$ cat src/rtl/fetch_unit.sv
// Instruction fetch unit: FETCH/VALID/HALTED sequencer with one outstanding icache request.
// Define FETCH_OVERLAP_EN to let a consumed instruction overlap the next fetch (1 instr/cycle peak).
module fetch_unit #(
  parameter logic [31:0] PC_INIT = 32'h0000_0000
) (
  input  logic        CLK,
  input  logic        nRST,
  input  logic        ihit,
  input  logic [31:0] imemload,
  output logic        iREN,
  output logic [31:0] imemaddr,
  output logic [31:0] instr,
  output logic [31:0] npc,
  output logic        instr_valid,
  input  logic        instr_ready,
  input  logic        pc_update,
  input  logic [1:0]  PCSel,
  input  logic        branch_taken,
  input  logic [25:0] jaddr,
  input  logic [31:0] imm,
  input  logic [31:0] jr_target,
  input  logic [31:0] base_npc,
  input  logic        halt
);

  typedef enum logic [1:0] {
    FETCH  = 2'd0,
    VALID  = 2'd1,
    HALTED = 2'd2
  } state_t;

  state_t      state;
  logic [31:0] pc;
  logic [31:0] pc_plus4;
  logic [31:0] target;
  logic        redirect;
  logic        overlap_load;

  assign pc_plus4 = pc + 32'd4;
  assign redirect = pc_update && (PCSel != 2'b11);
  assign imemaddr = pc;
  assign instr_valid = (state == VALID);

  always_comb begin
    target = base_npc;
    unique case (PCSel)
      2'b00:   target = {base_npc[31:28], jaddr, 2'b00};
      2'b01:   target = branch_taken ? (base_npc + {imm[29:0], 2'b00}) : base_npc;
      2'b10:   target = jr_target;
      default: target = base_npc;
    endcase
  end

  // In overlap mode the request in VALID is issued only when decode is taking the current instr.
`ifdef FETCH_OVERLAP_EN
  assign overlap_load = instr_ready && ihit;
  always_comb begin
    iREN = (state == FETCH) || ((state == VALID) && instr_ready);
  end
`else
  assign overlap_load = 1'b0;
  always_comb begin
    iREN = (state == FETCH);
  end
`endif

  always_ff @(posedge CLK or negedge nRST) begin
    if (!nRST) begin
      state <= FETCH;
      pc    <= PC_INIT;
      instr <= 32'h0;
      npc   <= 32'h0;
    end else begin
      unique case (state)
        HALTED: begin
          state <= HALTED;
        end
        FETCH: begin
          if (halt) begin
            state <= HALTED;
          end else if (redirect) begin
            pc    <= target;
            state <= FETCH;
          end else if (ihit) begin
            instr <= imemload;
            npc   <= pc_plus4;
            pc    <= pc_plus4;
            state <= VALID;
          end
        end
        VALID: begin
          if (halt) begin
            state <= HALTED;
          end else if (redirect) begin
            pc    <= target;
            state <= FETCH;
          end else if (instr_ready) begin
            if (overlap_load) begin
              instr <= imemload;
              npc   <= pc_plus4;
              pc    <= pc_plus4;
              state <= VALID;
            end else begin
              state <= FETCH;
            end
          end
        end
        default: begin
          state <= FETCH;
        end
      endcase
    end
  end

endmodule

$ cat config.mk
export PLATFORM = sky130hd
export DESIGN_NAME = fetch_unit
export DESIGN_NICKNAME = d
export VERILOG_FILES = /design/src/rtl/fetch_unit.sv
export SDC_FILE = /design/constraint.sdc
export NUM_CORES = 1
export LEC_CHECK = 0
export CORE_ASPECT_RATIO = 1.25
export CORE_UTILIZATION = 40
export CTS_BUF_LIST = sky130_fd_sc_hd__clkbuf_8
export CTS_CLUSTER_SIZE = 20
export DETAILED_ROUTE_END_ITERATION = 16
export PLACE_DENSITY = 0.74
export SYNTH_ARGS = -nofsm -noshare
export SYNTH_HDL_FRONTEND = slang
export SYNTH_SLANG_ARGS = --single-unit
$ cat constraint.sdc
create_clock -name CLK -period 3.7 [get_ports CLK]
set_input_delay 0.925 -clock CLK [delete_from_list [all_inputs] [get_ports CLK]]
set_output_delay 0.925 -clock CLK [all_outputs]
set_load 0.005 [all_outputs]
==> results.py <==
metrics = {
    "cells_and_area": {
        "layout-drive-gt1-share_pct": 10.52,
        "nNetsFinal": 1274,
        "area_growth_pct": 46.21,
        "stdcell_area_mm2": 0.01021,
        "num_antenna_cells": 0,
    },
    "sta": {
        "hold_ws_ps": 481.6,
        "drv_slew": 0,
        "slew_headroom_pct": 49.79,
        "clock_skew_ps": 13.92,
        "fin_crit_ps": 3564,
        "grt_setup_unrepaired": "false",
        "fmax_mhz": 280.6,
        "setup_viol": 0,
        "finalHoldViolations": 0,
        "worstMarginPinSlew_ps": 753.1,
        "fin_crit_sh_pct": 96.33,
    },
    "clocking": {
        "cts_max_path_buffers": 2,
        "clk_pin_slew_ps": 100,
        "cts_max_level": 3,
        "clk_latency_ps": 370,
        "root_buffer": "clkbuf_8",
        "tritoncts": "built",
        "postCtsHoldBufs": 0,
        "clock_sinks": 98,
        "numCtsBuffers": 9,
    },
    "run": {
        "cap_violations": 0,
    },
    "power_and_ir_drop": {
        "irDropWorstVdd_mv": 0.2068,
        "leakage_nw": 4.316,
        "power_density_mw_per_mm2": 315.2,
    },
    "synth": {
        "synth_top_family_by_area": "compound AO/OA/AOI/OAI gates",
        "synthesis.nets": 1009,
        "synth.ff_latch_count": 98,
        "synth.cell_area_mm2": 0.006980,
        "synth_compound_gate_area_share_pct": 21.76,
        "avgSynthCellArea_um2": 8.565,
        "synth_area_leader_cell": "dfrtp_1",
        "synthCells": 815,
        "synth-xor-area-share_pct": 6.274,
        "ys.flop_type": "dfrtp_1",
        "synth_common_cells": "108 x nand2_1, 98 x dfrtp_1, 87 x o21ai_0",
        "synth_most_common_cell": "nand2_1",
        "synthArstFlopShare_pct": 100.0,
        "yosys_warnings": 0,
        "synthAdderAreaFrac_pct": 5.664,
        "synth_area_leaders": "dfrtp_1 35%, mux2_2 6.9%, o21ai_0 6.2%, nand2_1 5.8%, ha_1 5.4%",
        "synth_edf_count": 0,
        "ys_seq_area_share_pct": 35.13,
        "yosysUniqueCellTypes": 68,
        "synth-simple-area-share_pct": 18.34,
        "synth_mux_area_share_pct": 9.374,
        "synth_top_area_share_pct": 35.13,
    },
    "detailed_routing": {
        "drtPass1Iterations": 5,
        "vias": 7115,
        "avgRoutedWirePerCell_um": 17.01,
        "ant_nets": 0,
        "drtIter0Drc": 386,
        "drcViolationCount": 0,
        "wl_mm": 22.18,
        "via_per_inst": 5.456,
    },
    "place": {
        "gp_congestion": 0.8900,
        "place_area_mm2": 0.009997,
        "dpl.hpwl_mm": 17.58,
        "io_buffer_count": 258,
    },
    "floorplan": {
        "fp.dieW_um": 120.2,
        "chipHeight_um": 149.7,
        "placementRows": 53,
        "pin_count": 261,
        "design.core.area_mm2": 0.01698,
        "die_area_mm2": 0.01799,
        "start_util_pct": 41.12,
    },
    "grt": {
        "grt_pass1_vias": 6680,
        "track_usage_pct": 24.40,
        "grt_pass1_wl_mm": 34.64,
        "grt_antenna_before_repair": 0,
        "grt_max_degree": 63,
        "gr-total-overflow": 0,
    },
    "critical_path": {
        "setup.worst_path.class": "input port to flop",
        "r2r_cells": 8,
        "cp-end-kind": "flop",
        "required_ps": 4010,
        "crit_arrival_ps": 3880,
        "crit_fanout": 3,
        "start_kind": "input port",
    },
    "hold_path": {
        "holdPathStages": 1,
        "min_path_type": "flop to flop",
    },
    "run_status": {
        "status": "completed",
    },
}
-- state kept, by name (all words and copies together), names as in the netlist --
register  flops
instr        32
imemaddr     32
state         2
npc          32
-- cells in the final DEF, fill, tap and decap left out, drive strengths merged, types with 16 or more instances in the layout --
master and count:
clkdlybuf4s50 255, nand2 108, dfrtp 98, o21ai 95, nor2 62, a21oi 54
mux2 43, buf 43, ha 30, xor2 29, nand3 24, xnor2 21
mux2i 17, inv 16
-- area by class of cell --
type                    count  area (µm²)
clock buffers               9       123.9
clock inverters             6       67.56
fillers                  1506        6770
inverters                  15       56.30
multi-input cells         658        4323
flip-flops and latches     98        2452
well taps                 220       275.3
repair buffers            298        2908
-- metal layers --
layer	wire length [µm]	track usage (%)	vias up
met5	0	0	-
met3	1285	2.172	34
li1	-	-	3494
met4	534	9.063	0
met2	10940	41.58	264
met1	9422	32.00	3323
-- metrics by stage --
stage / utilization [%] / cells / worst slack, ps / total power [mW] / TNS (ps)
floorplan: - / 815 / 285.0 / 1.855 / 0
global placement: 58.89 / 1289 / -385.9 / 2.520 / -2295
detailed placement: 58.89 / 1289 / -391.2 / 2.540 / -2481
CTS: 60.02 / 1304 / 8.658 / 3.236 / 0
global route: 60.12 / 1304 / 40.59 / 3.414 / 0
finish: 60.12 / 1304 / 135.8 / 3.217 / 0
-- worst max-delay path: stages --
cell	delay, ps
clkdlybuf4s50_1	450
buf_4	160
ha_1	260
a21o_1	130
nand4_1	130
a211o_1	350
a211o_1	320
a31o_1	260
a22o_1	230
xor2_1	150
a221oi_2	350
a211o_1	140
-- power breakdown --
group          internal [mW]  switching, mW
Sequential              1.21          0.151
Clock                  0.311          0.379
Combinational          0.680          0.487
-- worst paths after layout --
path,to,slack (ps),startpoint
hold / removal,npc[14],480,npc[14]
setup / recovery,imemaddr[23],140,base_npc[3]
min in group asynchronous,instr[31],610,nRST
hold reg to reg,npc[14],480,npc[14]
setup reg to reg,imemaddr[30],930,imemaddr[2]
max in group asynchronous,npc[23],2370,nRST
-- logic make-up after synthesis --
group                    Yosys count
buffers and inverters             59
AO/OA/AOI/OAI                    246
XOR/XNOR                          50
AND/OR/NAND/NOR                  271
flip-flops                        98
adder cells (fa/ha/maj)           31
multiplexers                      60
-- timing repair --
item | in CTS | in global routing
endpoints found under the setup margin | 0 | 5
buffers inserted | 0 | 0
gates resized for setup | 0 | 5
No activity file was read; power rests on OpenSTA's default activity.
